## src/rtl/prog_loader.sv

```systemverilog
// Boot-time program loader: framed byte stream -> 16-bit instruction-memory writes.
// Holds the core in reset until a frame verifies. Define LOADER_TIMEOUT_EN for the idle watchdog.
module prog_loader #(
    parameter int unsigned ADDRESS_WIDTH     = 4,
    parameter int unsigned INSTRUCTION_WIDTH = 16,
    parameter int unsigned TIMEOUT_CYCLES    = 255
) (
    input  logic                         clk,
    input  logic                         rst,
    input  logic [7:0]                   in_data,
    input  logic                         in_valid,
    output logic                         in_ready,
    input  logic                         reload,
    output logic                         imem_we,
    output logic [ADDRESS_WIDTH-1:0]     imem_addr,
    output logic [INSTRUCTION_WIDTH-1:0] imem_wdata,
    output logic                         core_rst,
    output logic                         done,
    output logic                         error,
    output logic [ADDRESS_WIDTH-1:0]     loaded_count
);

    localparam int unsigned MaxInstr = 2 ** (ADDRESS_WIDTH - 1);

    typedef enum logic [2:0] {
        StIdle,
        StLoadHi,
        StLoadLo,
        StCheck,
        StRun,
        StError
    } state_t;

    state_t                   state;
    logic [ADDRESS_WIDTH-1:0] count_n;
    logic [ADDRESS_WIDTH-1:0] index;
    logic [ADDRESS_WIDTH-1:0] index_inc;
    logic [7:0]               hi_byte;
    logic [7:0]               csum;
    logic                     xfer;
    logic                     loading;
    logic                     timeout;
    logic                     bad_header;

    // Ready is a pure decode of the state register, never of in_valid.
    assign in_ready   = (state != StRun) && (state != StError);
    assign loading    = (state == StLoadHi) || (state == StLoadLo) || (state == StCheck);
    assign xfer       = in_valid && in_ready;
    assign index_inc  = index + ADDRESS_WIDTH'(1);
    assign bad_header = (in_data == 8'd0) || (32'(in_data) > MaxInstr);

`ifdef LOADER_TIMEOUT_EN
    localparam int unsigned TimerWidth = $clog2(TIMEOUT_CYCLES + 1);

    logic [TimerWidth-1:0] idle_cycles;

    always_ff @(posedge clk or posedge rst) begin
        if (rst) begin
            idle_cycles <= '0;
        end else if (!loading || xfer) begin
            idle_cycles <= '0;
        end else begin
            idle_cycles <= idle_cycles + TimerWidth'(1);
        end
    end

    assign timeout = loading && !xfer && (idle_cycles == TimerWidth'(TIMEOUT_CYCLES - 1));
`else
    // Without the watchdog the idle limit has no effect.
    logic unused_timeout_cfg;
    assign unused_timeout_cfg = ^TIMEOUT_CYCLES;
    assign timeout            = 1'b0;
`endif

    always_ff @(posedge clk or posedge rst) begin
        if (rst) begin
            state        <= StIdle;
            count_n      <= '0;
            index        <= '0;
            hi_byte      <= '0;
            csum         <= '0;
            imem_we      <= 1'b0;
            imem_addr    <= '0;
            imem_wdata   <= '0;
            core_rst     <= 1'b1;
            done         <= 1'b0;
            error        <= 1'b0;
            loaded_count <= '0;
        end else begin
            imem_we <= 1'b0;
            unique case (state)
                StIdle: begin
                    if (xfer) begin
                        if (bad_header) begin
                            state <= StError;
                            error <= 1'b1;
                        end else begin
                            count_n      <= in_data[ADDRESS_WIDTH-1:0];
                            index        <= '0;
                            loaded_count <= '0;
                            csum         <= in_data;
                            state        <= StLoadHi;
                        end
                    end
                end
                StLoadHi: begin
                    if (xfer) begin
                        hi_byte <= in_data;
                        csum    <= csum ^ in_data;
                        state   <= StLoadLo;
                    end
                end
                StLoadLo: begin
                    if (xfer) begin
                        csum         <= csum ^ in_data;
                        imem_we      <= 1'b1;
                        imem_addr    <= {index[ADDRESS_WIDTH-2:0], 1'b0};
                        imem_wdata   <= {hi_byte, in_data};
                        loaded_count <= index_inc;
                        index        <= index_inc;
                        state        <= (index_inc == count_n) ? StCheck : StLoadHi;
                    end
                end
                StCheck: begin
                    if (xfer) begin
                        if (in_data == csum) begin
                            state    <= StRun;
                            done     <= 1'b1;
                            core_rst <= 1'b0;
                        end else begin
                            state <= StError;
                            error <= 1'b1;
                        end
                    end
                end
                StRun: begin
                    if (reload) begin
                        state        <= StIdle;
                        done         <= 1'b0;
                        core_rst     <= 1'b1;
                        loaded_count <= '0;
                    end
                end
                StError: begin
                    if (reload) begin
                        state        <= StIdle;
                        error        <= 1'b0;
                        loaded_count <= '0;
                    end
                end
                default: begin
                    state <= StIdle;
                end
            endcase
            // A stalled stream overrides whatever the load states decided.
            if (timeout) begin
                state <= StError;
                error <= 1'b1;
            end
        end
    end

endmodule

```

## config.mk

```make
export PLATFORM = sky130hd
export DESIGN_NAME = prog_loader
export DESIGN_NICKNAME = d
export VERILOG_FILES = /design/src/rtl/prog_loader.sv
export SDC_FILE = /design/constraint.sdc
export NUM_CORES = 1
export LEC_CHECK = 0
export BUFFER_PORTS_ARGS = -buffer_cell sky130_fd_sc_hd__buf_4
export CORE_MARGIN = 8
export CORE_UTILIZATION = 30
export CTS_CLUSTER_SIZE = 8
export DETAILED_ROUTE_END_ITERATION = 8
export PLACE_DENSITY = 0.45
export SYNTH_ARGS = -nofsm -noshare
export SYNTH_HDL_FRONTEND = slang
export SYNTH_SLANG_ARGS = --single-unit
export TNS_END_PERCENT = 1
```

## constraint.sdc

```tcl
create_clock -name clk -period 3.5 [get_ports clk]
set_input_delay 0.175 -clock clk [delete_from_list [all_inputs] [get_ports clk]]
set_output_delay 0.175 -clock clk [all_outputs]
set_load 0.02 [all_outputs]
```

==> metrics.cfg, run 1 <==
[drt]
ant_nets=0
vias_per_cell=4.91
drc=0
drtIter0Drc=137
wirelength_microns=6490
wl_per_cell_microns=16.0
vias=1990
first_pass_iters=4

[synthesis]
ys_ff_latch=54
synthTopCellsByArea=dfrtp_1 (51%), nand2_1 (10%), mux2_2 (3.9%), xnor2_1 (3.7%), a41oi_1 (2.3%)
synthTopCellsByCount=nand2_1 (71), dfrtp_1 (53), a21oi_1 (12)
yosysTopAreaCell=dfrtp_1
ys_seq_area_frac=0.516
synth_simple_gate_area_frac=0.188
synth_area_sq_mm=0.00262
synth.mux.area_fraction=0.0692
synth_edf_count=0
synth_most_common_cell=nand2_1
synth_nets=275
synth.distinct_cells=48
ys_async_sr_fraction=1.00
yosys.area.top_type_share=0.506
synth_compound_area_frac=0.141
synth_top_family_by_area=simple AND/OR/NAND/NOR gates
synthAdderAreaFrac=0.00478
yosys_warnings=0
synth_ff_type=dfrtp_1
postSynthAreaPerCell_sq_um=10.0
synthXorXnorAreaFrac=0.0468
synth_cells=262

[place]
io_buffers=39
dp_cells=397
gp_congestion=0.721
place_ws_ns=1.20
place_hpwl_microns=4460

[setup_path]
crit_top_cell=buf_4
start_kind=flop
path_class=flop to flop
r2r-start=state[1]
worstPathRequired_ns=3.77
worst_setup_path_end_kind=flop
cp_num_buf_inv=3
slowest_delay_ns=0.58
cp-startpoint=state[1]
crit_arrival_ns=2.59
slowest_stage=dfrtp_1
cp_max_fo=27
crit_family=compound AO/OA/AOI/OAI gates
reg2reg_slack_ns=1.18
path_cells=nor2b_1, nand2_1, buf_4, clkinv_1, buf_4, a311oi_1, a22o_1

[floorplan]
die_w_microns=109
dieHeight_microns=109
io_pins=41
die_area_sq_mm=0.0120
core_sq_mm=0.00859
start_util=0.305
fp-row-count=34

[power_and_ir_drop]
peakVddDrop_mv=0.292
p_leak_nw=1.46
power_density_mw_per_mm2=832
total_power_w=0.00259

[layout]
nets=309
syn2layout_area_growth_pct=18.6
drive_gt1_frac=0.242
n_antenna_cell=0
finalNonFillerCells=405

[clock_network]
clk_transition_reported_paths_ns=0.10
cts_resized=0
cts_made_buffers=5
htree_levels=2
clock_latency_ns=0.32
cts_setup_buffers=0
clockBufferDepth=2
numClockSinks=54
postCtsHoldBufs=0
cts_root_buf=clkbuf_8
cts_tree=built

[hold_path]
hp-class=primary input to async pin

[sta]
fmax_ghz=0.431
drv_slew=0
hold_violations=0
fin_skew_ns=0.00898
fin_tns_setup_ns=0
min_period_ns=2.32
finalCritPeriodShare=0.663
rsz0062_at_grt=no
worst_slew_pin_slew_ns=1.02
setup_violations=0
relSlewSlack=0.319
hold_ws_ns=0.102
fin_ws_ns=1.18

[global_routing]
gr-total-overflow=0
grt_start_max_net_pins=47
antenna_found_initial=0
grt_use_total=0.112
grt_pass1_wl_microns=10500
grt_pass1_vias=2003

[run]
maxCapViolCount=0

[run_status]
outcome=finished clean

==> power breakdown <==
| part | switching, W | internal (W) | total, W |
|---|---|---|---|
| Sequential | 0.000220 | 0.000887 | 0.00111 |
| Combinational | 0.000598 | 0.000496 | 0.00109 |
| Clock | 0.000222 | 0.000164 | 0.000386 |
==> final cells by class <==
class / instances / area [sq um]
Clock buffer: 6 / 82.6
Clock inverter: 2 / 17.5
Fill cell: 874 / 5490
Inverter: 4 / 15.0
Multi-Input combinational cell: 188 / 1180
Sequential cell: 54 / 1350
Tap cell: 108 / 135
Timing Repair Buffer: 43 / 323
==> kinds of logic after synthesis <==
family	after synthesis
and+or+nand+nor	104
DFF	54
AOI/OAI and AO/OA	53
buffers and inverters	20
muxes	15
xor gates and xnor gates	14
adders and majority gates	1
other	1
==> placed cells by master (no fill, tap or decap), types with 2 or more instances in the layout <==
master	instances
a41oi_1	7
a21o_1	2
buf_4	43
xor2_1	3
a22o_1	3
mux2_2	9
clkinv_4	2
clkbuf_8	6
inv_1	2
o21ai_0	8
nand2_1	71
mux2i_1	2
a21oi_1	12
o31ai_1	3
dfrtp_1	53
nand2b_1	5
nand3_1	2
or4_1	2
nand4_1	4
mux2_4	4
xnor2_1	11
o22ai_1	6
nor2_1	8
a31oi_1	2
nor2b_1	4
==> registers in the layout, indices dropped and copies added, names as in the netlist <==
register	count
csum	8
loaded_count	4
imem_wdata	16
imem_addr	3
hi_byte	8
done	1
error	1
index	4
core_rst	1
count_n	4
state	3
imem_we	1
==> final timing paths <==
kind	to	depth (start not counted)
max	loaded_count[2]	7
min in group clk	imem_wdata[7]	3
min reg2reg	imem_wdata[13]	2
max in group asynchronous	error	3
max reg2reg	loaded_count[2]	7
min	imem_wdata[8]	2
==> through the flow <==
stage | cell area (sq um) | utilization
3_5_place_dp | 3010 | 0.350
5_1_grt | 3110 | 0.362
6_report | 3110 | 0.362
4_1_cts | 3110 | 0.362
2_1_floorplan | 2620 | -
3_3_place_gp | 3010 | 0.350
==> routing by layer <==
metal,track usage,wire (microns),vias to the layer above
met5,0,0,-
met2,0.168,2800,44
met1,0.154,3230,966
met4,0.0463,99,0
met3,0.0229,358,7
li1,-,-,973
(Power assumes the default switching activity.)
==> run 2, diff against run 1 <==
PLACE_DENSITY = 0.46   (was 0.45)
clock period = 2 ns   (was 3.5 ns; I/O delays follow)
==> run 2 against run 1 <==
Critical path depth shrank 3; worst setup slack worse by 0.88 ns; power up 79%; hold slack lost 0.054 ns; fmax rose by 36%; register-to-register slack got worse by 0.88 ns; combinational power increased by 88%; via count rose by 2.0%; flip-flop and latch count did not move; critical path type unchanged; critical endpoint unchanged; highest routed layer unchanged.
==> metrics.cfg, run 2 (same netlist as run 1, synthesis figures left out) <==
[run_status]
outcome=finished clean

[sta]
drv_slew=0  ; unchanged
setup_violations=0  ; unchanged
hold_violations=0  ; unchanged
fmax_ghz=0.588  ; +36%
rsz0062_at_grt=no
worst_slew_pin_slew_ns=0.611  ; -0.408 ns
relSlewSlack=0.590  ; +0.271
finalCritPeriodShare=0.851  ; +0.188
min_period_ns=1.70  ; -0.619 ns
fin_tns_setup_ns=0  ; unchanged
fin_skew_ns=0.0128  ; +0.00380 ns

[global_routing]
grt_pass1_vias=2013  ; +0.50%
grt_use_total=0.117  ; +0.00467
grt_start_max_net_pins=32  ; -32%
grt_pass1_wl_microns=10900  ; +4.0%
antenna_found_initial=0  ; unchanged
gr-total-overflow=0  ; unchanged

[clock_network]
cts_made_buffers=5  ; unchanged
clk_transition_reported_paths_ns=0.11  ; about the same
cts_resized=0  ; unchanged
cts_root_buf=clkbuf_8
numClockSinks=54  ; unchanged
clockBufferDepth=2  ; unchanged
cts_setup_buffers=0  ; unchanged
htree_levels=2  ; unchanged
clock_latency_ns=0.31  ; about the same
postCtsHoldBufs=1  ; +1
cts_tree=built

[setup_path]
worst_setup_path_end_kind=flop
cp-startpoint=state[2]
reg2reg_slack_ns=0.30  ; -0.88 ns
path_cells=nor2b_1, buf_4, a311oi_1, a22o_1
r2r-start=state[2]
r2r_cells=4  ; -3
slowest_stage=a311oi_1
slowest_delay_ns=0.59  ; about the same
cp_max_fo=19  ; -30%
cp-endpoint=loaded_count[2]
r2r_end=loaded_count[2]
crit_arrival_ns=1.95  ; -0.64 ns
path_class=flop to flop
start_kind=flop
worstPathRequired_ns=2.25  ; -1.52 ns

[drt]
vias=2029  ; +2.0%
drc=0  ; unchanged
wl_per_cell_microns=16.1  ; +0.42%
ant_nets=0  ; unchanged
wirelength_microns=6680  ; +2.9%
first_pass_iters=4  ; unchanged
drtIter0Drc=154  ; +12%
vias_per_cell=4.89  ; -0.50%

[power_and_ir_drop]
peakVddDrop_mv=0.453  ; +55%
p_switching_w=0.00182  ; +75%
power_density_mw_per_mm2=1450  ; +74%
clock_power_share=0.150  ; about the same
pwr-share-seq=0.409  ; -0.019
intPower_w=0.00281  ; +82%
switching_share=0.393  ; -0.00887
p_leak_nw=1.51  ; +3.5%
p_comb_frac=0.442  ; +0.019

[layout]
design_area_sq_mm=0.00319  ; +2.7%
nets=319  ; +3.2%
drive_gt1_frac=0.264  ; +0.0214
seqCellArea_sq_mm=0.00135  ; unchanged
fillers=878  ; +0.46%
largest_reg_flops=16  ; unchanged
multi_input_area_sq_mm=0.00118  ; unchanged
n_antenna_cell=0  ; unchanged
largestRegisters=imem_wdata: 16 flops, csum: 8 flops, hi_byte: 8 flops
syn2layout_area_growth_pct=21.8
regMostFlops=imem_wdata
final_cell_mix=nand2_1 (71), dfrtp_1 (53), buf_4 (52)
final_common_cell=nand2_1

[floorplan]
io_pins=41  ; unchanged
core_sq_mm=0.00859  ; unchanged
fp-row-count=34  ; unchanged
start_util=0.305  ; unchanged
die_w_microns=109  ; unchanged
dieHeight_microns=109  ; unchanged
die_area_sq_mm=0.0120  ; unchanged

[place]
place_hpwl_microns=4700  ; +5.2%
io_buffers=39  ; unchanged
gp_congestion=0.782  ; +8.4%
dpl_cell_area_sq_mm=0.00308  ; +2.2%

[hold_path]
hp-class=primary input to flop

[run]
maxCapViolCount=0  ; unchanged

run 2: routing by layer:
layer	vias up	wire [microns]	track usage
met5	-	0	0
met4	0	76	0.0376
met3	5	272	0.0240
met2	34	3060	0.185
met1	985	3270	0.156
li1	1005	-	-
run 2: per-stage QoR:
step	cells	total power (W)	utilization	hold WS (ns)	setup slack (ns)
2_1_floorplan	262	0.00320	-	0.205	0.404
3_3_place_gp	406	0.00398	0.358	0.185	0.205
3_5_place_dp	406	0.00399	0.358	0.184	0.165
4_1_cts	415	0.00470	0.371	0.0437	0.304
5_1_grt	415	0.00499	0.371	0.0606	0.165
6_report	415	0.00463	0.371	0.0476	0.299
run 2: power by group through the flow:
stage | clock network (W) | logic, W | registers [W]
6_report | 0.000693 | 0.00205 | 0.00189
5_1_grt | 0.000759 | 0.00227 | 0.00196
4_1_cts | 0.000719 | 0.00208 | 0.00190
3_5_place_dp | 0 | 0.00207 | 0.00192
3_3_place_gp | 0 | 0.00206 | 0.00192
2_1_floorplan | 0 | 0.00109 | 0.00211
run 2: worst min-delay path by stage:
stage	start	to	slack (ns)	cells after the start
final	in_data[5]	imem_wdata[5]	0.05	3
after global routing	in_data[4]	imem_wdata[4]	0.06	3
after CTS	in_data[4]	imem_wdata[4]	0.04	3
after detailed placement	rst	imem_wdata[9]	0.18	3
after global placement	rst	imem_wdata[9]	0.18	3
after floorplan	in_data[4]	imem_wdata[4]	0.21	2
run 2: area by class of cell:
type,count,share of cell area
flip-flops and latches,54,0.424
multi-input cells,188,0.371
repair buffers,53,0.125
well taps,108,0.0424
clock buffers,7,0.0302
inverters,4,0.00471
clock inverters,1,0.00275
run 2: worst max-delay path: cells and delay by family (launching register included):
| family | cells | cell delay, ns |
|---|---|---|
| AND/OR/NAND/NOR | 1 | 0.11 |
| buffers and inverters | 1 | 0.23 |
| AO/OA/AOI/OAI | 2 | 0.82 |
| flip-flops | 1 | 0.47 |
==> run 3, diff against run 2 <==
CORE_UTILIZATION = 51   (was 30)
PLACE_DENSITY = 0.73   (was 0.46)
==> run 3 against run 2 <==
Combinational power decreased by 2%; utilization increased by 25 points; wire length decreased by 17%; power decreased by 3.3%; final cell count decreased by 10%; hold slack improved by 0.013 ns; die area decreased by 36%; count of clock-buffer cells in the layout decreased by 1; critical endpoint is now index[0]; sequential share of layout area increased by 1.1 points; cell area decreased by 2.6%; critical path depth increased by 2; clock skew decreased by 0.010 ns.
==> metrics.cfg, run 3 (same netlist as run 1, synthesis figures left out) <==
[run_status]
outcome=finished clean

[place]
dpl_cell_area_sq_mm=0.00302  ; -1.9%
gp_congestion=0.847  ; +8.4%
place_hpwl_microns=4110  ; -13%
place_ws_ns=0.221  ; +0.0565 ns
io_buffers=39  ; unchanged

[clock_network]
cts_setup_buffers=0  ; unchanged
cts_tree=built
cts_root_buf=clkbuf_8
cts_made_buffers=5  ; unchanged
numClockSinks=54  ; unchanged
cts_resized=0  ; unchanged
clock_latency_ns=0.30  ; about the same
clk_transition_reported_paths_ns=0.09  ; -0.02 ns
htree_levels=2  ; unchanged
clockBufferDepth=2  ; unchanged

[sta]
drv_slew=0  ; unchanged
fmax_ghz=0.584  ; -0.62%
hold_violations=0  ; unchanged
finalCritPeriodShare=0.856  ; +0.00529
setup_violations=0  ; unchanged
relSlewSlack=0.599  ; +0.00911
min_period_ns=1.71  ; +0.0106 ns
fin_ws_ns=0.288  ; -0.0106 ns
rsz0062_at_grt=no
worst_slew_pin_slew_ns=0.601  ; -0.0104 ns
fin_skew_ns=0.00244  ; -0.0103 ns
fin_tns_setup_ns=0  ; unchanged

[layout]
drive_gt1_frac=0.251  ; -0.0130
design_area_sq_mm=0.00311  ; -2.6%
fillers=444  ; -49%
regMostFlops=imem_wdata
multi_input_area_sq_mm=0.00118  ; unchanged
nets=316  ; -0.94%
n_antenna_cell=0  ; unchanged
fin_util=0.616  ; +0.245
largestRegisters=imem_wdata: 16 flops, csum: 8 flops, hi_byte: 8 flops
largest_reg_flops=16  ; unchanged
seqCellArea_sq_mm=0.00135  ; unchanged
final_common_cell=nand2_1
final_cell_mix=nand2_1 (71), dfrtp_1 (53), buf_4 (48)
syn2layout_area_growth_pct=18.6

[setup_path]
path_cells=nor2b_1, nand2_1, clkinv_1, buf_4, a31oi_1, mux2_2
cp_max_fo=26  ; +7
worstPathRequired_ns=2.19  ; -0.06 ns
slowest_delay_ns=0.50  ; -0.09 ns
path_class=flop to flop
start_kind=flop
reg2reg_slack_ns=0.29  ; about the same
slowest_stage=dfrtp_1
crit_arrival_ns=1.90  ; -0.05 ns
r2r-start=state[1]
cp-startpoint=state[1]
worst_setup_path_end_kind=flop

[drt]
vias_per_cell=5.47  ; +12%
wl_per_cell_microns=14.9  ; -7.2%
drc=0  ; unchanged
wirelength_microns=5570  ; -17%
ant_nets=0  ; unchanged
drtIter0Drc=124  ; -19%
first_pass_iters=5  ; +1
vias=2040  ; +0.54%

[global_routing]
grt_pass1_vias=2036  ; +1.1%
gr-total-overflow=0  ; unchanged
antenna_found_initial=0  ; unchanged
grt_pass1_wl_microns=9460  ; -14%
grt_start_max_net_pins=29  ; -9.4%
grt_use_total=0.155  ; +0.0383

[floorplan]
core_sq_mm=0.00504  ; -41%
start_util=0.520  ; +0.215
io_pins=41  ; unchanged
dieHeight_microns=87.7  ; -20%
fp-row-count=26  ; -24%
die_area_sq_mm=0.00769  ; -36%
die_w_microns=87.7  ; -20%

[run]
maxCapViolCount=0  ; unchanged

[power_and_ir_drop]
p_leak_nw=1.49  ; -1.7%
total_power_w=0.00448  ; -3.3%
peakVddDrop_mv=0.684  ; +51%
power_density_mw_per_mm2=1440  ; -0.70%

[hold_path]
hp-class=primary input to flop
min_from=in_data[4]

==> run 3: cell count changes in the layout (fill, tap and decap cells not counted) <==
cell / delta
clkinvlp_4: +1
clkbuf_1: +1
clkbuf_8: -2
clkinv_4: -1
buf_4: -4
buf_12: +1
==> run 3: cell type report <==
type                    instances  share of cell area
clock buffers                   6              0.0233
clock inverters                 1             0.00242
inverters                       4             0.00483
multi-input cells             188               0.380
flip-flops and latches         54               0.435
well taps                      70              0.0282
repair buffers                 50               0.126
==> run 3: power breakdown <==
group	internal [W]	total [W]	leakage, nW	switching [W]
registers	0.00155	0.00190	0.671	0.000347
logic	0.000935	0.00201	0.778	0.00108
clock network	0.000241	0.000570	0.0373	0.000329
==> run 3: worst max-delay path, delay by kind of cell (launching register included) <==
kind	cells	cell delay, ns
compound gates	1	0.11
buf+inv	2	0.32
flops	1	0.50
mux	1	0.30
simple gates	2	0.38
==> run 3: per-layer routing <==
metal / global-route usage / vias up / wire length (microns)
li1: - / 995 / -
met1: 0.201 / 962 / 2580
met2: 0.247 / 76 / 2570
met3: 0.0300 / 7 / 361
met4: 0.0656 / 0 / 56
met5: 0 / - / 0
==> run 3: path summary, 6_finish.rpt <==
path / cells past startpoint / end
setup reg to reg: 6 / index[0]
min in group asynchronous: 3 / imem_wdata[12]
hold reg to reg: 2 / imem_wdata[15]
setup / recovery: 6 / index[0]
hold / removal: 3 / imem_wdata[4]
max in group asynchronous: 4 / core_rst
==> run 3: repair_timing <==
item                                   4_1_cts  5_1_grt
hold buffers                                 1        0
endpoints found under the hold margin       27        0
setup endpoints to repair                    0        0
==> run 3: stage by stage <==
stage	std cells	hold slack [ns]
2_1_floorplan	262	0.205
3_3_place_gp	365	0.212
3_5_place_dp	365	0.219
4_1_cts	373	0.0554
5_1_grt	373	0.0761
6_report	373	0.0604
